## src/rtl/decode_stage_pkg.sv

```systemverilog
// Shared definitions for the decode stage: field encodings, ALU codes
// and the ID/EX register bundle.
package decode_stage_pkg;

    localparam int XLEN    = 32;
    localparam int RADDR_W = 5;

    localparam logic [5:0] OP_RTYPE = 6'h00;
    localparam logic [5:0] OP_ADDI  = 6'h08;
    localparam logic [5:0] OP_ANDI  = 6'h0C;
    localparam logic [5:0] OP_ORI   = 6'h0D;
    localparam logic [5:0] OP_LW    = 6'h23;
    localparam logic [5:0] OP_SW    = 6'h2B;

    localparam logic [5:0] FN_ADD = 6'h20;
    localparam logic [5:0] FN_SUB = 6'h22;
    localparam logic [5:0] FN_AND = 6'h24;
    localparam logic [5:0] FN_OR  = 6'h25;
    localparam logic [5:0] FN_SLT = 6'h2A;

    typedef enum logic [2:0] {
        ALU_ADD = 3'd0,
        ALU_SUB = 3'd1,
        ALU_AND = 3'd2,
        ALU_OR  = 3'd3,
        ALU_SLT = 3'd4
    } alu_op_e;

    typedef struct packed {
        logic [XLEN-1:0]    op1;
        logic [XLEN-1:0]    op2;
        logic [XLEN-1:0]    imm;
        logic               use_imm;
        logic [2:0]         alu_op;
        logic [RADDR_W-1:0] de;
        logic               we;
        logic               mem_rd;
        logic               mem_wr;
    } id_ex_t;

    function automatic logic [XLEN-1:0] sext16(input logic [15:0] v);
        return {{(XLEN-16){v[15]}}, v};
    endfunction

    function automatic logic [XLEN-1:0] zext16(input logic [15:0] v);
        return {{(XLEN-16){1'b0}}, v};
    endfunction

endpackage

```

## src/rtl/decode_stage_id_decoder.sv

```systemverilog
// Combinational decoder for the supported MIPS subset.
// Unsupported encodings report legal=0 and never write.
module id_decoder
    import decode_stage_pkg::*;
(
    input  logic [XLEN-1:0]    instr,
    output logic [XLEN-1:0]    imm,
    output logic               use_imm,
    output logic [2:0]         alu_op,
    output logic [RADDR_W-1:0] de,
    output logic               we,
    output logic               mem_rd,
    output logic               mem_wr,
    output logic               legal,
    output logic               uses_rt
);

    logic [5:0] op;
    logic [5:0] fn;
    logic       is_nop;
    logic       is_r;

    assign op     = instr[31:26];
    assign fn     = instr[5:0];
    assign is_nop = (instr == '0);
    assign is_r   = (op == OP_RTYPE) && !is_nop;

    always_comb begin
        imm     = '0;
        use_imm = 1'b0;
        alu_op  = ALU_ADD;
        de      = '0;
        we      = 1'b0;
        mem_rd  = 1'b0;
        mem_wr  = 1'b0;
        legal   = 1'b0;
        uses_rt = 1'b0;
        unique case (1'b1)
            is_nop: begin
                legal = 1'b1;
            end
            is_r: begin
                de      = instr[15:11];
                uses_rt = 1'b1;
                legal   = 1'b1;
                case (fn)
                    FN_ADD:  alu_op = ALU_ADD;
                    FN_SUB:  alu_op = ALU_SUB;
                    FN_AND:  alu_op = ALU_AND;
                    FN_OR:   alu_op = ALU_OR;
                    FN_SLT:  alu_op = ALU_SLT;
                    default: legal  = 1'b0;
                endcase
            end
            (op == OP_ADDI): begin
                imm     = sext16(instr[15:0]);
                use_imm = 1'b1;
                de      = instr[20:16];
                legal   = 1'b1;
            end
            (op == OP_ANDI): begin
                imm     = zext16(instr[15:0]);
                use_imm = 1'b1;
                alu_op  = ALU_AND;
                de      = instr[20:16];
                legal   = 1'b1;
            end
            (op == OP_ORI): begin
                imm     = zext16(instr[15:0]);
                use_imm = 1'b1;
                alu_op  = ALU_OR;
                de      = instr[20:16];
                legal   = 1'b1;
            end
            (op == OP_LW): begin
                imm     = sext16(instr[15:0]);
                use_imm = 1'b1;
                de      = instr[20:16];
                mem_rd  = 1'b1;
                legal   = 1'b1;
            end
            (op == OP_SW): begin
                imm     = sext16(instr[15:0]);
                use_imm = 1'b1;
                de      = instr[20:16];
                mem_wr  = 1'b1;
                uses_rt = 1'b1;
                legal   = 1'b1;
            end
            default: begin
                legal = 1'b0;
            end
        endcase
        // Stores carry rt as de only for bookkeeping; $0 is never written.
        we = legal && (de != '0) && !mem_wr;
    end

endmodule

```

## src/rtl/decode_stage.sv

```systemverilog
// Decode stage: IF/ID and ID/EX registers, register-file addressing,
// load-use stall and valid/ready handshake toward EX.
module decode_stage
    import decode_stage_pkg::*;
(
    input  logic               clk,
    input  logic               rst,
    input  logic               if_valid,
    input  logic [XLEN-1:0]    if_instr,
    output logic               if_ready,
    input  logic               flush,
    output logic [RADDR_W-1:0] rf_dl1,
    output logic [RADDR_W-1:0] rf_dl2,
    input  logic [XLEN-1:0]    rf_op1,
    input  logic [XLEN-1:0]    rf_op2,
    input  logic               ex_ready,
    output logic               ex_valid,
    output logic [XLEN-1:0]    ex_op1,
    output logic [XLEN-1:0]    ex_op2,
    output logic [XLEN-1:0]    ex_imm,
    output logic               ex_use_imm,
    output logic [2:0]         ex_alu_op,
    output logic [RADDR_W-1:0] ex_de,
    output logic               ex_we,
    output logic               ex_mem_rd,
    output logic               ex_mem_wr,
    output logic               illegal
);

    logic            id_valid_q, id_valid_d;
    logic [XLEN-1:0] id_instr_q, id_instr_d;
    logic            ex_valid_q, ex_valid_d;
    id_ex_t          ex_q, ex_d;
    logic            illegal_q, illegal_d;

    logic [XLEN-1:0]    dec_imm;
    logic               dec_use_imm;
    logic [2:0]         dec_alu_op;
    logic [RADDR_W-1:0] dec_de;
    logic               dec_we;
    logic               dec_mem_rd;
    logic               dec_mem_wr;
    logic               dec_legal;
    logic               dec_uses_rt;

    logic [RADDR_W-1:0] rs;
    logic [RADDR_W-1:0] rt;
    logic               ex_free;
    logic               hazard;
    logic               id_adv;

    id_decoder u_dec (
        .instr   (id_instr_q),
        .imm     (dec_imm),
        .use_imm (dec_use_imm),
        .alu_op  (dec_alu_op),
        .de      (dec_de),
        .we      (dec_we),
        .mem_rd  (dec_mem_rd),
        .mem_wr  (dec_mem_wr),
        .legal   (dec_legal),
        .uses_rt (dec_uses_rt)
    );

    assign rs     = id_instr_q[25:21];
    assign rt     = id_instr_q[20:16];
    assign rf_dl1 = rs;
    assign rf_dl2 = rt;

    // Only a load in EX is too late for forwarding; everything else bypasses.
    assign ex_free = !ex_valid_q || ex_ready;
    assign hazard  = id_valid_q && ex_valid_q && ex_q.mem_rd
                     && (ex_q.de != '0)
                     && ((ex_q.de == rs)
                         || ((ex_q.de == rt) && dec_uses_rt));
    assign id_adv  = id_valid_q && ex_free && !hazard;

    assign if_ready = !flush && (!id_valid_q || id_adv);

    always_comb begin
        id_valid_d = id_valid_q;
        id_instr_d = id_instr_q;
        if (flush) begin
            id_valid_d = 1'b0;
        end else if (if_valid && if_ready) begin
            id_valid_d = 1'b1;
            id_instr_d = if_instr;
        end else if (id_adv) begin
            id_valid_d = 1'b0;
        end
    end

    always_comb begin
        ex_d       = ex_q;
        ex_valid_d = ex_valid_q;
        illegal_d  = 1'b0;
        if (flush) begin
            ex_valid_d = 1'b0;
        end else if (ex_free) begin
            ex_valid_d = id_adv && dec_legal;
            illegal_d  = id_adv && !dec_legal;
            if (id_adv && dec_legal) begin
                ex_d.op1     = rf_op1;
                ex_d.op2     = rf_op2;
                ex_d.imm     = dec_imm;
                ex_d.use_imm = dec_use_imm;
                ex_d.alu_op  = dec_alu_op;
                ex_d.de      = dec_de;
                ex_d.we      = dec_we;
                ex_d.mem_rd  = dec_mem_rd;
                ex_d.mem_wr  = dec_mem_wr;
            end
        end
    end

    always_ff @(posedge clk or posedge rst) begin
        if (rst) begin
            id_valid_q <= 1'b0;
            id_instr_q <= '0;
            ex_valid_q <= 1'b0;
            ex_q       <= '0;
            illegal_q  <= 1'b0;
        end else begin
            id_valid_q <= id_valid_d;
            id_instr_q <= id_instr_d;
            ex_valid_q <= ex_valid_d;
            ex_q       <= ex_d;
            illegal_q  <= illegal_d;
        end
    end

    assign ex_valid   = ex_valid_q;
    assign ex_op1     = ex_q.op1;
    assign ex_op2     = ex_q.op2;
    assign ex_imm     = ex_q.imm;
    assign ex_use_imm = ex_q.use_imm;
    assign ex_alu_op  = ex_q.alu_op;
    assign ex_de      = ex_q.de;
    assign ex_we      = ex_q.we;
    assign ex_mem_rd  = ex_q.mem_rd;
    assign ex_mem_wr  = ex_q.mem_wr;
    assign illegal    = illegal_q;

endmodule

```

## config.mk

```make
export PLATFORM = sky130hd
export DESIGN_NAME = decode_stage
export DESIGN_NICKNAME = d
export VERILOG_FILES = /design/src/rtl/decode_stage_pkg.sv /design/src/rtl/decode_stage_id_decoder.sv /design/src/rtl/decode_stage.sv
export SDC_FILE = /design/constraint.sdc
export NUM_CORES = 1
export LEC_CHECK = 0
export BUFFER_PORTS_ARGS = -buffer_cell sky130_fd_sc_hd__clkbuf_2
export CAP_MARGIN = 20
export CORE_MARGIN = 2
export CORE_UTILIZATION = 45
export CTS_CLUSTER_SIZE = 20
export DETAILED_ROUTE_END_ITERATION = 16
export PLACE_DENSITY = 0.83
export SYNTH_ARGS = -nofsm -noshare
export SYNTH_HDL_FRONTEND = slang
export SYNTH_HIERARCHICAL = 1
export SYNTH_SLANG_ARGS = --single-unit
```

## constraint.sdc

```tcl
create_clock -name clk -period 4.6 [get_ports clk]
set_input_delay 0.92 -clock clk [delete_from_list [all_inputs] [get_ports clk]]
set_output_delay 0.92 -clock clk [all_outputs]
set_load 0.01 [all_outputs]
```

==> impl_metrics.py <==
metrics = {
    "synth": {
        "syn_area_sq_um": 6290,
        "synthFlopType": "dfrtp_1",
        "synth_top_area_frac": 0.569,
        "yosysMostFrequentCell": "dfrtp_1",
        "yosys-top-cells-area": "dfrtp_1, mux2_2, mux2_4",
        "avgSynthCellArea_sq_um": 14.7,
        "ys_seq_area_frac": 0.569,
        "ys_types": 45,
        "yosys_warnings": 6,
        "synth_fp_nets": 528,
        "syn_inst": 427,
        "synth_edf_count": 0,
        "synthArstFlopShare": 1.00,
        "synth_area_leader_cell": "dfrtp_1",
        "synth_common_cells": "dfrtp_1, mux2_2, buf_4",
        "ys_ff_latch": 143,
    },
    "flow_run": {
        "maxCapViolCount": 0,
    },
    "clock_tree": {
        "clockBufferDepth": 2,
        "cts_buffers": 17,
        "cts-resized-gates": 0,
        "clock_sinks": 143,
        "clock-root-buffer": "clkbuf_16",
        "cts_setup_buffers": 0,
        "cts_tree": "built",
        "clk-insertion-delay-late_ns": 0.42,
        "ctsHtreeMaxLevel": 4,
        "path_clk_slew_ns": 0.06,
        "cts.hold.buffers_added": 0,
    },
    "pwr": {
        "p_leak_nw": 4.28,
        "pwr-share-clk": 0.390,
        "vdd_drop_max_mv": 0.258,
        "seqPwrFrac": 0.439,
        "p_per_area_nw_per_um2": 454,
        "pwr-share-comb": 0.171,
        "p_sw_mw": 0.922,
        "switching_share": 0.256,
        "p_int_mw": 2.69,
    },
    "placed_design": {
        "gp_congestion": 0.844,
        "dp_hpwl_mm": 10.1,
        "numPortBuffers": 221,
        "placedCellCount": 790,
        "placed_area_sq_um": 7340,
    },
    "critical_path": {
        "rr_startpoint": "id_instr_q[17]$_DFFE_PP0P_",
        "crit_type": "reg2out",
        "r2r_cells": 7,
        "setup.worst_path.start": "id_instr_q[17]$_DFFE_PP0P_",
        "rrSetupSlack_ns": 1.33,
        "r2r-end": "id_instr_q[22]$_DFFE_PP0P_",
        "crit_path_start_kind": "register",
        "critical_path_required_ns": 3.68,
        "critical_path.endpoint": "if_ready",
        "critPathMaxFanout": 8,
        "worst_setup_path_end_kind": "primary output",
        "cp.arrival_ns": 3.13,
    },
    "route": {
        "ant_nets": 0,
        "routed-via-count": 4156,
        "wirelength_mm": 14.0,
        "drt_iter0_drc": 169,
        "drc_errors": 0,
        "wl_per_cell_microns": 17.1,
        "avgViaCountPerCell": 5.07,
        "drt-pass1-iter-count": 4,
    },
    "global_route": {
        "antenna_found_initial": 0,
        "overflow": 0,
        "first_global_vias": 4220,
        "grt_pass1_wl_mm": 21.6,
        "grt_use_total": 0.190,
        "grt_max_degree": 144,
    },
    "die": {
        "ioPinCount": 222,
        "start_util": 0.456,
        "rows": 43,
        "die_area_sq_um": 14900,
        "die_w_microns": 122,
        "core_sq_um": 13800,
        "die-height_microns": 122,
    },
    "sta": {
        "rsz0062_at_grt": "no",
        "fin_crit_sh": 0.881,
        "hold_viol": 0,
        "finalSetupViolations": 0,
        "timing.slew.headroom": 0.427,
        "max_freq_ghz": 0.247,
        "maxSlewViolCount": 0,
        "final.setup.tns_ns": 0,
        "fin_skew_ns": 0.0100,
        "period_needed_ns": 4.05,
        "worst_pin_slew_ns": 0.860,
    },
    "finish": {
        "fillerInstances": 1131,
        "seq_area_sq_um": 3580,
        "areaGrowthSynthToFinish_pct": 26.4,
        "final_cell_count_no_fill": 820,
        "multiInputGateArea_sq_um": 2380,
        "diodes": 0,
        "layout-drive-gt1-share": 0.633,
        "final_nets": 730,
        "final_design_area_no_fill_sq_um": 7950,
    },
    "outcome": {
        "status": "completed",
    },
    "min_path": {
        "hold_class": "reg2reg",
    },
}
-- layout make-up --
class                   count  area share
multi-input cells         241       0.300
clock inverters            11      0.0209
clock buffers              19      0.0557
flip-flops and latches    143       0.450
well taps                 180      0.0283
repair buffers            224       0.144
inverters                   2     0.00142
-- cell usage in the layout, fill, tap and decap left out, types with 2 or more instances in the layout --
cell         n
and3_1       2
xor2_1       9
nor3_1       6
nand3_1      2
nor4_1       8
buf_4        2
clkbuf_2   221
o211ai_1     2
a22o_2       2
nor2b_1      3
bufinv_16    4
nand2b_1     3
and2_1      16
mux2_4      18
clkinv_2     4
or2_2        2
a22o_1       3
mux2_1       3
nor2_1       8
nor3b_1      2
clkinv_4     3
mux2_2     119
a21oi_1      4
dfrtp_1    143
o21ai_0      3
nand2_1      6
clkbuf_16   17
-- routing by layer --
layer	up-vias	wire length, microns	track usage
li1	1900	-	-
met1	2083	5590	0.226
met2	148	7270	0.320
met3	25	902	0.0641
met4	0	229	0.0697
met5	-	0	0
-- sequential cells by signal (all words and copies together) (netlist names) --
signal,flops
ex_op2,32
id_instr_q,32
ex_mem_rd,1
ex_valid,1
ex_de,5
illegal,1
ex_op1,32
ex_we,1
ex_use_imm,1
ex_mem_wr,1
id_valid_q,1
ex_alu_op,3
ex_imm,32
-- logic make-up (layout without fill, tap and decap cells) --
| family | Yosys count | in the layout | share of synthesized area |
|---|---|---|---|
| xor gates and xnor gates | 10 | 10 | 0.0139 |
| AOI/OAI and AO/OA | 27 | 27 | 0.0432 |
| and+or+nand+nor | 63 | 63 | 0.0589 |
| buffers and inverters | 43 | 256 | 0.0517 |
| DFF | 143 | 143 | 0.569 |
| muxes | 141 | 141 | 0.263 |
-- stage by stage --
step | util | setup slack (ns) | hold WS [ns] | total power, mW
2_1_floorplan | - | 1.58 | 0.495 | 1.97
3_3_place_gp | 0.533 | 1.22 | 0.475 | 2.19
3_5_place_dp | 0.533 | 1.12 | 0.489 | 2.23
4_1_cts | 0.577 | 0.640 | 0.502 | 3.66
5_1_grt | 0.577 | 0.435 | 0.528 | 3.79
6_report | 0.577 | 0.547 | 0.497 | 3.61
-- worst min path at each step --
| stage | from | endpoint | slack, ns | cells after the start |
|---|---|---|---|---|
| finish | ex_imm[30]$_DFFE_PP0P_ | ex_imm[30]$_DFFE_PP0P_ | 0.50 | 1 |
| global route | ex_imm[30]$_DFFE_PP0P_ | ex_imm[30]$_DFFE_PP0P_ | 0.53 | 1 |
| CTS | ex_imm[30]$_DFFE_PP0P_ | ex_imm[30]$_DFFE_PP0P_ | 0.50 | 1 |
| detailed placement | ex_imm[30]$_DFFE_PP0P_ | ex_imm[30]$_DFFE_PP0P_ | 0.49 | 1 |
| global placement | ex_imm[30]$_DFFE_PP0P_ | ex_imm[30]$_DFFE_PP0P_ | 0.48 | 1 |
| floorplan | id_instr_q[8]$_DFFE_PP0P_ | id_instr_q[8]$_DFFE_PP0P_ | 0.50 | 1 |
-- critical path, stage by stage (launching register included) --
cell and delay (ns):
dfrtp_1 0.45, nor4_1 0.53, and4b_1 0.36, a21oi_4 0.11, or2_2 0.29, a32oi_2 0.44, o21ai_0 0.17, a21oi_1 0.20
clkbuf_2 0.17
-- power groups by stage --
stage | logic (mW) | registers [mW] | clock network, mW
after floorplan | 0.322 | 1.65 | 0
after global placement | 0.609 | 1.58 | 0
after detailed placement | 0.625 | 1.61 | 0
after CTS | 0.629 | 1.58 | 1.44
after global routing | 0.675 | 1.61 | 1.51
final | 0.618 | 1.58 | 1.41
(Power assumes the default switching activity.)
